File: config.mk
export PLATFORM = sky130hd
export DESIGN_NAME = reg_bank
export DESIGN_NICKNAME = d
export VERILOG_FILES = /design/src/rtl/reg_pkg.sv /design/src/rtl/reg_cell.sv /design/src/rtl/reg_bank.sv
export SDC_FILE = /design/constraint.sdc
export NUM_CORES = 1
export LEC_CHECK = 0
export ABC_CLOCK_PERIOD_IN_PS = 3100
export BUFFER_PORTS_ARGS = -buffer_cell sky130_fd_sc_hd__buf_2
export CORE_UTILIZATION = 55
export CTS_BUF_LIST = sky130_fd_sc_hd__clkbuf_4 sky130_fd_sc_hd__clkbuf_8 sky130_fd_sc_hd__clkbuf_16
export CTS_CLUSTER_DIAMETER = 200
export CTS_CLUSTER_SIZE = 30
export DETAILED_ROUTE_END_ITERATION = 16
export PLACE_DENSITY = 0.77
export SYNTH_ARGS = -nofsm -noshare
export SYNTH_HDL_FRONTEND = slang
export SYNTH_SLANG_ARGS = --single-unit
File: constraint.sdc
create_clock -name clk -period 3.1 [get_ports clk]
set_clock_uncertainty 0.1 [all_clocks]
set_input_delay 0.465 -clock clk [delete_from_list [all_inputs] [get_ports clk]]
set_output_delay 0.465 -clock clk [all_outputs]
set_load 0.01 [all_outputs]
File: src/rtl/reg_pkg.sv
`default_nettype none
// ============================================================================
//  Module   : reg_pkg
//  Purpose  : Shared definitions for the reg_bank staging/active register
//             bank: the operation-mode encoding and the channel-select width
//             helper.
//  Revision : 1.0  initial release
// ============================================================================
package reg_pkg;

  // Operation applied to a staging register when a write is accepted.
  typedef enum logic [1:0] {
    LOAD = 2'd0,
    SHL  = 2'd1,
    SHR  = 2'd2,
    CLR  = 2'd3
  } mode_e;

  // Channel-select width: clog2 of the channel count, never below one bit,
  // so a single-channel bank still has a usable select port.
  function automatic int ch_width(input int n);
    return (n > 1) ? $clog2(n) : 1;
  endfunction

endpackage : reg_pkg
`default_nettype wire

File: src/rtl/reg_cell.sv
`default_nettype none
// ============================================================================
//  Module   : reg_cell
//  Purpose  : One channel of the register bank: a staging register that is
//             edited by LOAD/SHL/SHR/CLR operations, an active register that
//             copies the staging value on commit, and a dirty flag.
//  Ports    : clk, rst      - clock, synchronous active-high reset
//             sel           - operation accepted for this channel this cycle
//             mode          - operation to apply when sel is high
//             wr_data       - LOAD value
//             ser_in        - bit shifted in by SHL (LSB) / SHR (MSB)
//             commit        - copy staging into active, clear dirty
//             stg           - current staging value (flop output)
//             act           - current active value (flop output)
//             dirty         - staging modified since the last commit
//  Revision : 1.0  initial release
// ============================================================================
module reg_cell
  import reg_pkg::*;
#(
  parameter int WIDTH = 8
) (
  input  logic             clk,
  input  logic             rst,
  input  logic             sel,
  input  mode_e            mode,
  input  logic [WIDTH-1:0] wr_data,
  input  logic             ser_in,
  input  logic             commit,
  output logic [WIDTH-1:0] stg,
  output logic [WIDTH-1:0] act,
  output logic             dirty
);

  logic [WIDTH-1:0] stg_q, stg_d;
  logic [WIDTH-1:0] act_q, act_d;
  logic             dirty_q, dirty_d;

  always_comb begin
    stg_d = stg_q;
    if (sel) begin
      case (mode)
        LOAD:    stg_d = wr_data;
        SHL:     stg_d = {stg_q[WIDTH-2:0], ser_in};
        SHR:     stg_d = {ser_in, stg_q[WIDTH-1:1]};
        CLR:     stg_d = '0;
        default: stg_d = stg_q;
      endcase
    end

    // Active takes the pre-write staging value, so a write coinciding with
    // commit lands in staging only.
    act_d = commit ? stg_q : act_q;

    // A same-cycle write wins over commit's clear: the written channel
    // remains dirty because its staging differs from what was just committed.
    dirty_d = dirty_q;
    if (commit) dirty_d = 1'b0;
    if (sel)    dirty_d = 1'b1;
  end

  always_ff @(posedge clk) begin
    if (rst) begin
      stg_q   <= '0;
      act_q   <= '0;
      dirty_q <= 1'b0;
    end else begin
      stg_q   <= stg_d;
      act_q   <= act_d;
      dirty_q <= dirty_d;
    end
  end

  assign stg   = stg_q;
  assign act   = act_q;
  assign dirty = dirty_q;

endmodule : reg_cell
`default_nettype wire

File: src/rtl/reg_bank.sv
`default_nettype none
// ============================================================================
//  Module   : reg_bank
//  Purpose  : Bank of NUM_CH double-buffered registers. Writes edit per-channel
//             staging registers; commit copies all staging registers into the
//             active registers at once. Staging values can be read back with
//             one cycle of latency.
//  Ports    : clk, rst  - clock, synchronous active-high reset
//             wr_en     - request one staging operation this cycle
//             wr_ch     - target channel of the operation
//             mode      - LOAD=0, SHL=1, SHR=2, CLR=3
//             wr_data   - LOAD value
//             ser_in    - serial bit for SHL/SHR
//             commit    - copy every staging register to its active register
//             rd_ch     - channel whose staging value is read back
//             rd_data   - registered staging readback (0 for invalid rd_ch)
//             q         - active registers, channel k at [k*WIDTH +: WIDTH]
//             dirty     - per-channel staging-modified flag
//             err       - one-cycle flag for out-of-range wr_ch / rd_ch
//  Revision : 1.0  initial release
// ============================================================================
module reg_bank
  import reg_pkg::*;
#(
  parameter  int WIDTH  = 8,
  parameter  int NUM_CH = 4,
  localparam int CH_W   = ch_width(NUM_CH)
) (
  input  logic                    clk,
  input  logic                    rst,
  input  logic                    wr_en,
  input  logic [CH_W-1:0]         wr_ch,
  input  logic [1:0]              mode,
  input  logic [WIDTH-1:0]        wr_data,
  input  logic                    ser_in,
  input  logic                    commit,
  input  logic [CH_W-1:0]         rd_ch,
  output logic [WIDTH-1:0]        rd_data,
  output logic [NUM_CH*WIDTH-1:0] q,
  output logic [NUM_CH-1:0]       dirty,
  output logic                    err
);

  // Channel count at select width + 1 so the range check also works when
  // NUM_CH is an exact power of two.
  localparam logic [CH_W:0] NUM_CH_L = (CH_W+1)'(NUM_CH);

  logic [WIDTH-1:0]  stg [NUM_CH];
  logic [WIDTH-1:0]  act [NUM_CH];
  logic [NUM_CH-1:0] sel;
  logic [NUM_CH-1:0] cell_dirty;

  logic              wr_valid;
  logic              rd_valid;

  logic [WIDTH-1:0]  rd_data_q, rd_data_d;
  logic              err_q, err_d;

  assign wr_valid = ({1'b0, wr_ch} < NUM_CH_L);
  assign rd_valid = ({1'b0, rd_ch} < NUM_CH_L);

  for (genvar k = 0; k < NUM_CH; k++) begin : g_ch
    assign sel[k] = wr_en && wr_valid && (wr_ch == CH_W'(k));

    reg_cell #(
      .WIDTH (WIDTH)
    ) u_cell (
      .clk     (clk),
      .rst     (rst),
      .sel     (sel[k]),
      .mode    (mode_e'(mode)),
      .wr_data (wr_data),
      .ser_in  (ser_in),
      .commit  (commit),
      .stg     (stg[k]),
      .act     (act[k]),
      .dirty   (cell_dirty[k])
    );

    assign q[k*WIDTH +: WIDTH] = act[k];
  end

  assign dirty = cell_dirty;

  // Readback samples the current staging value, so a write landing on the
  // same edge shows up one cycle later.
  always_comb begin
    rd_data_d = '0;
    for (int k = 0; k < NUM_CH; k++) begin
      if (rd_valid && (rd_ch == CH_W'(k))) rd_data_d = stg[k];
    end
    err_d = (wr_en && !wr_valid) || !rd_valid;
  end

  always_ff @(posedge clk) begin
    if (rst) begin
      rd_data_q <= '0;
      err_q     <= 1'b0;
    end else begin
      rd_data_q <= rd_data_d;
      err_q     <= err_d;
    end
  end

  assign rd_data = rd_data_q;
  assign err     = err_q;

endmodule : reg_bank
`default_nettype wire

# == Yosys cells after proc, flatten, opt, wreduce, memory -nomap -nowiden ==
# Cells that the tools add are included.
# totals
ff_bits,76
output_inout_bits,45
wordCells,46
# classes
n_eq_ne,9
n_mux,13
n_reduce_logical,11
# op_table
operator,count
8-bit case mux with 4 select lines,4
8-bit 2-to-1 mux,4
2-bit equality test (second input constant),6
2-bit nonzero test,4
2-bit by 1-bit equality test with 1-bit output (second input constant),3
2-bit logical NOT,3
1-bit 2-to-1 mux,5
1-bit logical AND,4

# == Depth between registers and ports, before layout ==
# Gate-level depths: netlist of the first run.
# logic_depth
depth_word,5
depth_mapped,5
depth_no_buf,3

# == Modules after synthesis ==
# Synthesis of the first run repeated with hierarchy kept, for this count alone.
# unflattened
cells_unflattened,377
hier_area_um2,3717.3
# modules_own_cells
mod,instances,cells_each,area_each_um2,seq_area_each_um2
reg_cell,4,83,813.3,340.3
reg_bank,1,45,464.2,160.2

# == Least setup slack after synthesis of the first run ==
# OpenSTA, ideal clock, no wires.
# synth_timing
kind,in2reg
start,input rd_ch[1]
end,register rd_data_q[5] (netlist: rd_data[5])
setup_ps,130
arrival_ps,1318
required_ps,2870
path_slack_ps,1551
cell_stages,3
cell_sequence,buf_2 > mux4_2 > nor2b_1
# synth_via
elab_chain_cells,5
elab_cells_between_ends,8
classes_between,3 x eq/ne; 4 x mux; 1 x reduce/logical
# synth_rtl
element,line,text
"start, declared",reg_bank.sv:37,"input logic [CH_W-1:0] rd_ch,"
2-bit logical NOT,reg_bank.sv:90,if (rd_valid && (rd_ch == CH_W'(k))) rd_data_d = stg[k];
8-bit 2-to-1 mux (3 in series),reg_bank.sv:90,
8-bit 2-to-1 mux *,reg_bank.sv:90,
"end signal, assigned",reg_bank.sv:100,rd_data_q <= rd_data_d;
"end, declared",reg_bank.sv:56,"logic [WIDTH-1:0] rd_data_q, rd_data_d;"
# Mark *: on every way between the ends. The rest lies on a longest branch, timed or not.
# A chain may end at the register's enable or synchronous reset.

# == Worst setup path in the final report of the first run ==
# layout_timing
start,input mode[0]
end,register g_ch[0].u_cell.stg_q[7]
# layout_via
elab_chain_cells,2
elab_cells_between_ends,5
classes_between,3 x eq/ne; 1 x mux; 1 x reduce/logical
# layout_rtl
element,line,text
"start, declared",reg_bank.sv:33,"input logic [1:0] mode,"
"2-bit equality test, or another cell as far along",reg_cell.sv:42,case (mode)
8-bit case mux with 4 select lines *,reg_cell.sv:42,
"end signal, assigned",reg_cell.sv:68,stg_q <= stg_d;
"end, declared",reg_cell.sv:35,"logic [WIDTH-1:0] stg_q, stg_d;"
# Marks and branches as above.

==> results of run 1 <==
-- power breakdown --
group | total [W] | internal (W) | switching, W
sequential | 0.00105 | 0.00101 | 0.0000385
combinational | 0.000219 | 0.0000957 | 0.000124
clock | 0.000699 | 0.000323 | 0.000376
-- placed cells by master (no fill, tap or decap), drive strengths merged --
cell       n
nand2b     6
buf       66
clkinv     1
a2bb2oi    1
a311oi    31
and3b      2
a21oi      4
clkinvlp   3
mux4       8
conb       1
clkbuf    11
dfxtp     76
and2b      1
or2        2
inv        2
nand2     54
and3       1
nor2      68
a21o      23
nor3b      1
mux2i     35
a211oi     1
nor2b      9
-- through the flow --
stage | instances | setup slack [ns]
floorplan | 360 | 1.55
global placement | 466 | 1.25
detailed placement | 466 | 1.18
CTS | 482 | 1.54
global route | 482 | 1.43
finish | 482 | 1.49
-- state kept, by name, indices dropped and copies added, names as in the netlist --
signal             cells
rd_data                8
g_ch.u_cell.dirty      4
g_ch.u_cell.stg       32
g_ch.u_cell.act       32
-- worst paths after layout --
check | from | endpoint | slack (ns)
worst max-delay path | mode[0] | g_ch[0].u_cell.stg[7] | 1.49
worst min-delay path | rst | g_ch[0].u_cell.act[0] | 0.36
worst max register to register | g_ch[3].u_cell.stg[3] | rd_data[3] | 1.85
worst min register to register | g_ch[1].u_cell.act[4] | g_ch[1].u_cell.act[4] | 0.39
-- layout make-up --
cell class                      instances  area, um2
Timing Repair Buffer                   66        353
Fill cell                             520       2130
Clock inverter                          5       36.3
Inverter                                1       3.75
Clock buffer                           11        145
Multi-Input combinational cell        248       1680
Tap cell                               75       93.8
Sequential cell                        76       1520
-- metal layers --
metal | vias up | global-route usage, % | part of all wire (%) | wire length, um
met3 | 6 | 5.62 | 5.8 | 451
met2 | 105 | 39.7 | 48 | 3690
met5 | - | 0 | 0 | 0
met1 | 1324 | 33.8 | 46 | 3550
met4 | 0 | 9.29 | 0.88 | 68
li1 | 1336 | - | - | -
-- critical path: stages --
cell and delay [ns]:
buf_2 0.42, nor2b_1 0.23, buf_4 0.25, nand2_1 0.11
a311oi_2 0.28
-- kinds of logic (layout without fill, tap and decap cells) --
logic type,count (synthesis),count (layout)
mux,43,43
flops,76,76
other cells,1,1
buf+inv,36,83
simple gates,144,144
compound gates,60,60
==> results.md, run 1 <==
* Largest net degree at the start of global routing at 66
* Clock Tree Root: clkbuf_8
* CP Launch Type: primary input
* Setup bufs post-CTS at 0
* Vias in the first global route at roughly 2,400
* Ys async rst share at 0%
* CTS max path bufs at 2
* Ports at 64
* Post-layout nets at 421
* Core area at between 5000 and 6000 um2
* DRC Markers at 0
* Starting Density at ~58%
* GR Overflow Total at 0
* Mapped Area at between 3000 and 4000 um2
* Synth area leaders: dfxtp_1 44%, mux2i_1 10%, nor2_1 7.5%
* Post-synth top area share at around 44%
* Routed WL per cell at roughly 16 um
* Final hold vios at 0
* Final Cycle Share at between 50% and 60%
* Worst-path fanout max at 29
* Vias post-DR at around 2,800
* Simple-gate area share of the yosys netlist at a little under a fifth
* Worst hold path type: primary input to register
* Post-synth top cells: 76 x dfxtp_1, 68 x nor2_1, 54 x nand2_1
* Status: complete, no violations
* Seq/Total Area, Yosys at approximately 44%
* Most common cell in the netlist: dfxtp_1
* Vias per cell at ~5.7
* Total Power at just under 0.002 W
* Multiplexer share of the synthesized area at between 15 and 20%
* Largest area contributor in the netlist: dfxtp_1
* Arr. time, crit path at 1.77 ns
* Post-synth EDFFs at 0
* Largest family of logic cells by synthesized area: simple AND/OR/NAND/NOR gates
* Syn avg cell area at 9.52 um2
* CTS H-Tree Depth at 3
* Max-Cap Viols at 0
* Net Count, Synth at 379
* Leak at 1.60 nW
* Die Area at between 6000 and 7000 um2
* Mapped Cells at 360
* P per Cell Area at between 500 and 600 nW/um2
* Normalized max-slew margin at roughly half
* Die Span Y at roughly 81 um
* Xor and xnor fraction of the mapped netlist area at 0%
* Clk sink count at 76
* Reg2reg path depth at 2
* All-Layer GR Usage at between 20% and 30%
* Peak supply drop at 0.390 mV
* Cell area after layout at 3830 um2
* Row count at 28
* Synthesis Warnings at 0
* Synth cell types at 26
* Clk_lat worst skew at approximately 0.35 ns
* First-pass iteration count of the detailed router at 4
* Worst slew pin tran at 0.752 ns
* Layout area overhead at 11.8%
* Critical Path End Type: register
* DR iter-0 viols at between 200 and 250
* Fin util at between 60% and 70%
* Post-route ant nets at 0
* Synth Area in Adders at 0%
* CTS clk-pin slew, worst paths at roughly 0.08 ns
* Final min period at between 1.5 and 2 ns
* Hold path depth at 2
* CP Class: primary input to register
* Register bit count reported by yosys at 76
* Setup TNS at 0 ns
* Worst Path Required at about 3.3 ns
* DP Area at between 3000 and 4000 um2
* Slew Viols, Final at 0
* TritonCTS buffer count at 9
* Hold buffers post-CTS at 0
* Initial antenna violation count at 0
* First-pass GRT wire length at between 10 and 15 mm
* Routed WL at between 7 and 8 mm
* Maximum clock frequency at roughly 620 MHz
* Final GP Congestion at between 0.8 and 0.9
* I/O Buffers at 62
* Worst hold slack at between 0.3 and 0.4 ns
* DP HPWL at approximately 5.4 mm
* Die X at 80.9 um
* Post-synthesis compound-gate area fraction at 15.3%
* Layout cells sized above 1 at 24.6%
* Ant. Diodes at 0
* RSZ-0062 raised after global routing: false
* Final setup violation count at 0
* Main synth FF type: dfxtp_1
* CTS tree: done
* Post_cts resized at 0
Power figures use the tool's default switching activity.
==> run 2: changes to the inputs <==
--- a/config.mk
+++ b/config.mk
@@ -5,14 +5,15 @@
 export SDC_FILE = /design/constraint.sdc
 export NUM_CORES = 1
 export LEC_CHECK = 0
-export ABC_CLOCK_PERIOD_IN_PS = 3100
+export ABC_AREA = 1
+export ABC_CLOCK_PERIOD_IN_PS = 1410
 export BUFFER_PORTS_ARGS = -buffer_cell sky130_fd_sc_hd__buf_2
-export CORE_UTILIZATION = 55
+export CORE_UTILIZATION = 50
 export CTS_BUF_LIST = sky130_fd_sc_hd__clkbuf_4 sky130_fd_sc_hd__clkbuf_8 sky130_fd_sc_hd__clkbuf_16
 export CTS_CLUSTER_DIAMETER = 200
 export CTS_CLUSTER_SIZE = 30
 export DETAILED_ROUTE_END_ITERATION = 16
-export PLACE_DENSITY = 0.77
+export PLACE_DENSITY = 0.74
 export SYNTH_ARGS = -nofsm -noshare
 export SYNTH_HDL_FRONTEND = slang
 export SYNTH_SLANG_ARGS = --single-unit
==> constraint.sdc (replaced) <==
create_clock -name clk -period 1.41 [get_ports clk]
set_clock_uncertainty 0.1 [all_clocks]
set_input_delay 0.2115 -clock clk [delete_from_list [all_inputs] [get_ports clk]]
set_output_delay 0.2115 -clock clk [all_outputs]
set_load 0.01 [all_outputs]
==> results.md, run 2 <==
* Initial antenna violation count at 0
* TritonCTS buffer count at 9
* Final GP Congestion at roughly 0.92
* Xor and xnor fraction of the mapped netlist area at 0%
* Main synth FF type: dfxtp_1
* Starting Density at between 50% and 60%
* Maximum clock frequency at between 800 and 900 MHz
* Synth Area in Adders at 0%
* CTS clk-pin slew, worst paths at 0.07 ns
* Final min period at 1.17 ns
* Syn avg cell area at 6.68 um2
* CTS max path bufs at 2
* Final setup violation count at 0
* Ports at 64
* Register bit count reported by yosys at 76
* All-Layer GR Usage at between 20 and 30%
* Routed WL at roughly 9.6 mm
* Worst Hold Path EP: g_ch[3].u_cell.dirty
* CP Class: register to primary output
* Arr. time, crit path at around 0.86 ns
* Max-Cap Viols at 0
* Final Cycle Share at between 80% and 90%
* Flop-to-flop setup slack at 0.42 ns
* Synthesis Warnings at 0
* Post-layout nets at a little under 600
* Slew Viols, Final at 0
* Die Area at about 7300 um2
* Simple-gate area share of the yosys netlist at around 34%
* Fillers at between 600 and 700
* Slowest-stage cell, CP: dfxtp_1
* Clock Tree Root: clkbuf_8
* Failing checks: DRC
* CTS H-Tree Depth at 3
* Post-Layout Cell Count at ~660
* Post-synth top area share at between 40% and 50%
* DR iter-0 viols at roughly 300
* Mapped Area at ~3500 um2
* Hold buffers post-CTS at 0
* Worst hold path type: primary input to register
* Worst path bufs/invs at 1
* Layout cells sized above 1 at 16.3%
* Worst Min Path Start: rst
* CP Launch Type: register
* Ant. Diodes at 0
* CTS tree: done
* RSZ-0062 raised after global routing: false
* Fin util at 59.6%
* Critical Path End Type: primary output
* Post-synthesis compound-gate area fraction at about an eighth
* End of the worst register-to-register path: rd_data[5]
* Net Count, Synth at roughly 540
* Vias post-DR at about 3,500
* Synth cell types at 16
* Peak supply drop at 0.603 mV
* Seq/Total Area, Yosys at 43.6%
* Synth area leaders: dfxtp_1 44%, nor2_1 11%, nand2_1 11%
* Final hold vios at 0
* Crit-path cells: buf_2
* Most common cell in the netlist: nor2_1
* Clk_lat worst skew at between 0.3 and 0.4 ns
* Vias per cell at 5.38
* DP HPWL at 6.70 mm
* Status: complete, but fails checks
* Multi-input gate area at 1650 um2
* GR Overflow Total at 0
* Clk sink count at 76
* Largest area contributor in the netlist: dfxtp_1
* I/O Buffers at 62
* Largest family of logic cells by synthesized area: simple AND/OR/NAND/NOR gates
* Post-synth EDFFs at 0
* Setup TNS at 0 ns
* Worst hold slack at about 0.14 ns
* Hold path depth at 3
* First-pass GRT wire length at approximately 16 mm
* Row count at 30
* Post_cts resized at 0
* Setup bufs post-CTS at 0
* Post-synth top cells: 105 x nor2_1, 103 x nand2_1, 76 x dfxtp_1
* Reg2reg path depth at 4
* Critical path's top delay family: flip-flops
* Final WS setup at 0.237 ns
* Ys async rst share at 0%
* Critical Path Stages at 1
* Mapped Cells at 523
* Post-route ant nets at 0
* Multiplexer share of the synthesized area at 0%
* Worst-path fanout max at 2
* Worst Path Required at between 1 and 1.5 ns
* Worst r2r src: g_ch[2].u_cell.stg[5]
* First-pass iteration count of the detailed router at 11
* Most frequent cells in the layout: 105 x nor2_1, 103 x nand2_1, 76 x dfxtp_1
* DRC Markers at 2
* Core area at ~6800 um2
* P per Cell Area at 1130 nW/um2
* Die Span Y at 85.6 um
* Post-Place Cells at between 600 and 700
* Worst path max stage delay at ~0.37 ns
* Vias in the first global route at between 3,000 and 4,000
* Routed WL per cell at 14.6 um
* Pre-CTS setup slack at 0.115 ns
* Leak at about 2.0 nW
* Most common cell after layout, fill and taps aside: nor2_1
* Layout area overhead at 15.3%
* Largest net degree at the start of global routing at 53
* Die X at 85.6 um
* Seq. cell area at between 1500 and 2000 um2
-- run 2: changes by cell type after synthesis, moves of 6 or more --
cell / delta
nand2b_1: -6
inv_1: +31
nor2_1: +37
nor2b_1: -9
mux2i_1: -35
a311oi_1: -24
o21ai_0: +63
nand2_1: +49
nand3_1: +75
a311oi_2: -7
a21oi_1: +22
a21o_1: -23
mux4_2: -8
buf_2: +7
-- run 2: cell families after synthesis --
kind of cell    Yosys count
compound gates           90
simple gates            287
buf+inv                  69
flops                    76
other cells               1
-- run 2: metrics by stage --
stage / power [W] / area [um2]
final: 0.00454 / 4030
after detailed placement: 0.00300 / 3850
after global placement: 0.00299 / 3850
after floorplan: 0.00277 / 3490
after global routing: 0.00475 / 4030
after CTS: 0.00455 / 4030
-- run 2: routing by layer --
metal | routed length (um) | GRT usage, %
met5 | 0 | 0
met4 | 137 | 8.94
met3 | 761 | 6.35
met2 | 4290 | 43.0
met1 | 4380 | 38.7
-- run 2: area by class of cell --
class | instances | share of cell area, %
timing repair buffer | 76 | 11.2
multi-input combinational | 378 | 41.0
clock inverter | 5 | 1.37
inverter | 33 | 3.08
tap | 80 | 2.49
clock buffer | 9 | 3.08
sequential | 76 | 37.8
-- run 2: power breakdown --
| group | internal, W | leakage [nW] | switching, W |
|---|---|---|---|
| Clock | 0.000791 | 0.0870 | 0.000786 |
| Combinational | 0.000218 | 1.27 | 0.000384 |
| Sequential | 0.00226 | 0.624 | 0.0000951 |
-- run 2: worst reg2reg max path: cells and delay by family, from the launching register on --
family / cells / cell delay [ns]
AO/OA/AOI/OAI: 1 / 0.21
AND/OR/NAND/NOR: 2 / 0.17
buffers and inverters: 1 / 0.04
flip-flops: 1 / 0.38
-- run 2: how the worst max path moves through the flow --
stage,start,end,slack (ns)
6_report,g_ch[2].u_cell.dirty,dirty[2],0.24
4_1_cts,g_ch[2].u_cell.dirty,dirty[2],0.23
3_5_place_dp,rd_ch[1],rd_data[2],0.11
3_3_place_gp,wr_ch[1],g_ch[3].u_cell.stg[3],0.14
5_1_grt,g_ch[2].u_cell.dirty,dirty[2],0.20
2_1_floorplan,mode[0],g_ch[0].u_cell.stg[0],0.41
==> run 3: changes to the inputs <==
--- a/config.mk
+++ b/config.mk
@@ -6,7 +6,7 @@
 export NUM_CORES = 1
 export LEC_CHECK = 0
 export ABC_AREA = 1
-export ABC_CLOCK_PERIOD_IN_PS = 1410
+export ABC_CLOCK_PERIOD_IN_PS = 1020
 export BUFFER_PORTS_ARGS = -buffer_cell sky130_fd_sc_hd__buf_2
 export CORE_UTILIZATION = 50
 export CTS_BUF_LIST = sky130_fd_sc_hd__clkbuf_4 sky130_fd_sc_hd__clkbuf_8 sky130_fd_sc_hd__clkbuf_16
==> constraint.sdc (replaced) <==
create_clock -name clk -period 1.02 [get_ports clk]
set_clock_uncertainty 0.1 [all_clocks]
set_input_delay 0.153 -clock clk [delete_from_list [all_inputs] [get_ports clk]]
set_output_delay 0.153 -clock clk [all_outputs]
set_load 0.01 [all_outputs]
==> results.md, run 3 (synthesis results as in run 2) <==
* Status: complete, but fails checks
* Failing checks: setup timing
* CTS max path bufs at 2
* RSZ-0062 raised after global routing: true
* Layout area overhead at 31.9%
* Critical path's top delay family: flip-flops
* Clock Tree Root: clkbuf_8
* Initial antenna violation count at 0
* Core area at 6760 um2
* Combinational power share at between 10 and 15%
* CP Launch Type: register
* Routed WL at 10.8 mm
* P per Cell Area at 1520 nW/um2
* DP HPWL at around 7.3 mm
* First-pass GRT wire length at around 18 mm
* Worst Path Required at slightly below 0.8 ns
* DR iter-0 viols at 362
* Crit-path cells: buf_6
* GR Overflow Total at 0
* Post-layout nets at roughly 600
* Ports at 64
* Worst path bufs/invs at 1
* Most frequent cells in the layout: 103 x nor2_1, 103 x nand2_1, 75 x nand3_1
* First-pass iteration count of the detailed router at 6
* Clk_lat worst skew at 0.35 ns
* Largest net degree at the start of global routing at 34
* I/O Buffers at between 60 and 70
* Final hold vios at 0
* Routed WL per cell at roughly 16 um
* Ant. Diodes at 0
* Final min period at roughly 1.1 ns
* Die Span Y at about 86 um
* Internal cell power at about 0.005 W
* Final Cycle Share at 104%
* CTS clk-pin slew, worst paths at about 0.09 ns
* Clk sink count at 76
* Max-Cap Viols at 0
* Vias post-DR at 3,839
* Post-Place Cells at about 660
* CP Class: register to primary output
* Sw Ratio at between 20 and 30%
* Seq pwr share at a little under half
* Psw at 0.00192 W
* Clk pwr share at between 30% and 40%
* Row count at 30
* Final setup violation count at 44
* Worst path max stage delay at between 0.3 and 0.4 ns
* Final WS setup at -0.0419 ns
* Leak at 2.19 nW
* CTS H-Tree Depth at 3
* Slowest-stage cell, CP: dfxtp_2
* All-Layer GR Usage at a little under a third
* DRC Markers at 0
* Fillers at 601
* Post-Layout Cell Count at ~680
* TritonCTS buffer count at 9
* CTS tree: done
* Pre-CTS setup slack at -0.121 ns
* Worst-path fanout max at 2
* Hold buffers post-CTS at 0
* Peak supply drop at 0.959 mV
* Vias per cell at about 5.7
* Total Power at 0.00698 W
* Starting Density at 51.7%
* Layout cells sized above 1 at between 20% and 30%
* Worst hold path type: primary input to register
* Maximum clock frequency at roughly 940 MHz
* Final GP Congestion at about 0.95
* Post-route ant nets at 0
* Critical Path End Type: primary output
* Vias in the first global route at about 3,500
* Die X at between 80 and 90 um
* Arr. time, crit path at just over 0.8 ns
* Die Area at 7320 um2
* Slew Viols, Final at 0
[run 3: changes by cell type in the layout (fill, tap and decap cells not counted), sizes merged]
cell,change
buf,+19
clkinvlp,-1
inv,+1
clkbuf,+1
bufinv,+1
[run 3: timing repair]
item	CTS	global route
resized for setup	70	21
setup buffers	5	1
setup endpoints to repair	44	53
[run 3: power groups by stage]
| stage | Clock (W) | Sequential (W) | Combinational (W) |
|---|---|---|---|
| 6_report | 0.00264 | 0.00331 | 0.00104 |
| 5_1_grt | 0.00278 | 0.00332 | 0.00114 |
| 4_1_cts | 0.00263 | 0.00329 | 0.00101 |
| 3_5_place_dp | 0 | 0.00333 | 0.000905 |
| 3_3_place_gp | 0 | 0.00332 | 0.000892 |
| 2_1_floorplan | 0 | 0.00333 | 0.000500 |
[run 3: area by class of cell]
type                            instances  area [um2]  area share, %
Timing Repair Buffer                   95         921           20.0
Sequential cell                        76        1580           34.3
Clock buffer                           10         138           2.99
Tap cell                               80         100           2.17
Clock inverter                          6        86.3           1.87
Multi-Input combinational cell        378        1660           36.0
Inverter                               33         124           2.69
[run 3: worst paths after layout]
| check | slack, ns | from | depth (start not counted) | end |
|---|---|---|---|---|
| setup reg to reg | 0.04 | g_ch[2].u_cell.stg[3] | 4 | g_ch[2].u_cell.stg[4] |
| hold / removal | 0.07 | rst | 3 | g_ch[3].u_cell.dirty |
| setup / recovery | -0.04 | g_ch[1].u_cell.dirty | 1 | dirty[1] |
| hold reg to reg | 0.38 | g_ch[3].u_cell.dirty | 2 | g_ch[3].u_cell.dirty |
[run 3: layer usage]
layer	wire length, um	up-vias	share of wire, %	track usage (%)
li1	-	1826	-	-
met1	4490	1748	42	41.1
met2	4990	224	46	48.2
met3	911	41	8.5	6.06
met4	377	0	3.5	16.1
met5	0	-	0	0
[run 3: stage by stage]
| stage | instance area [um2] | util [%] | hold WS (ns) | setup TNS (ns) |
|---|---|---|---|---|
| final | 4610 | 68.2 | 0.0728 | -1.10 |
| after global routing | 4610 | 68.2 | 0.0715 | -2.42 |
| after CTS | 4550 | 67.3 | 0.0667 | -1.38 |
| after detailed placement | 4020 | 59.5 | 0.359 | -2.03 |
| after global placement | 4020 | 59.5 | 0.361 | -1.58 |
| after floorplan | 3490 | - | 0.198 | 0 |
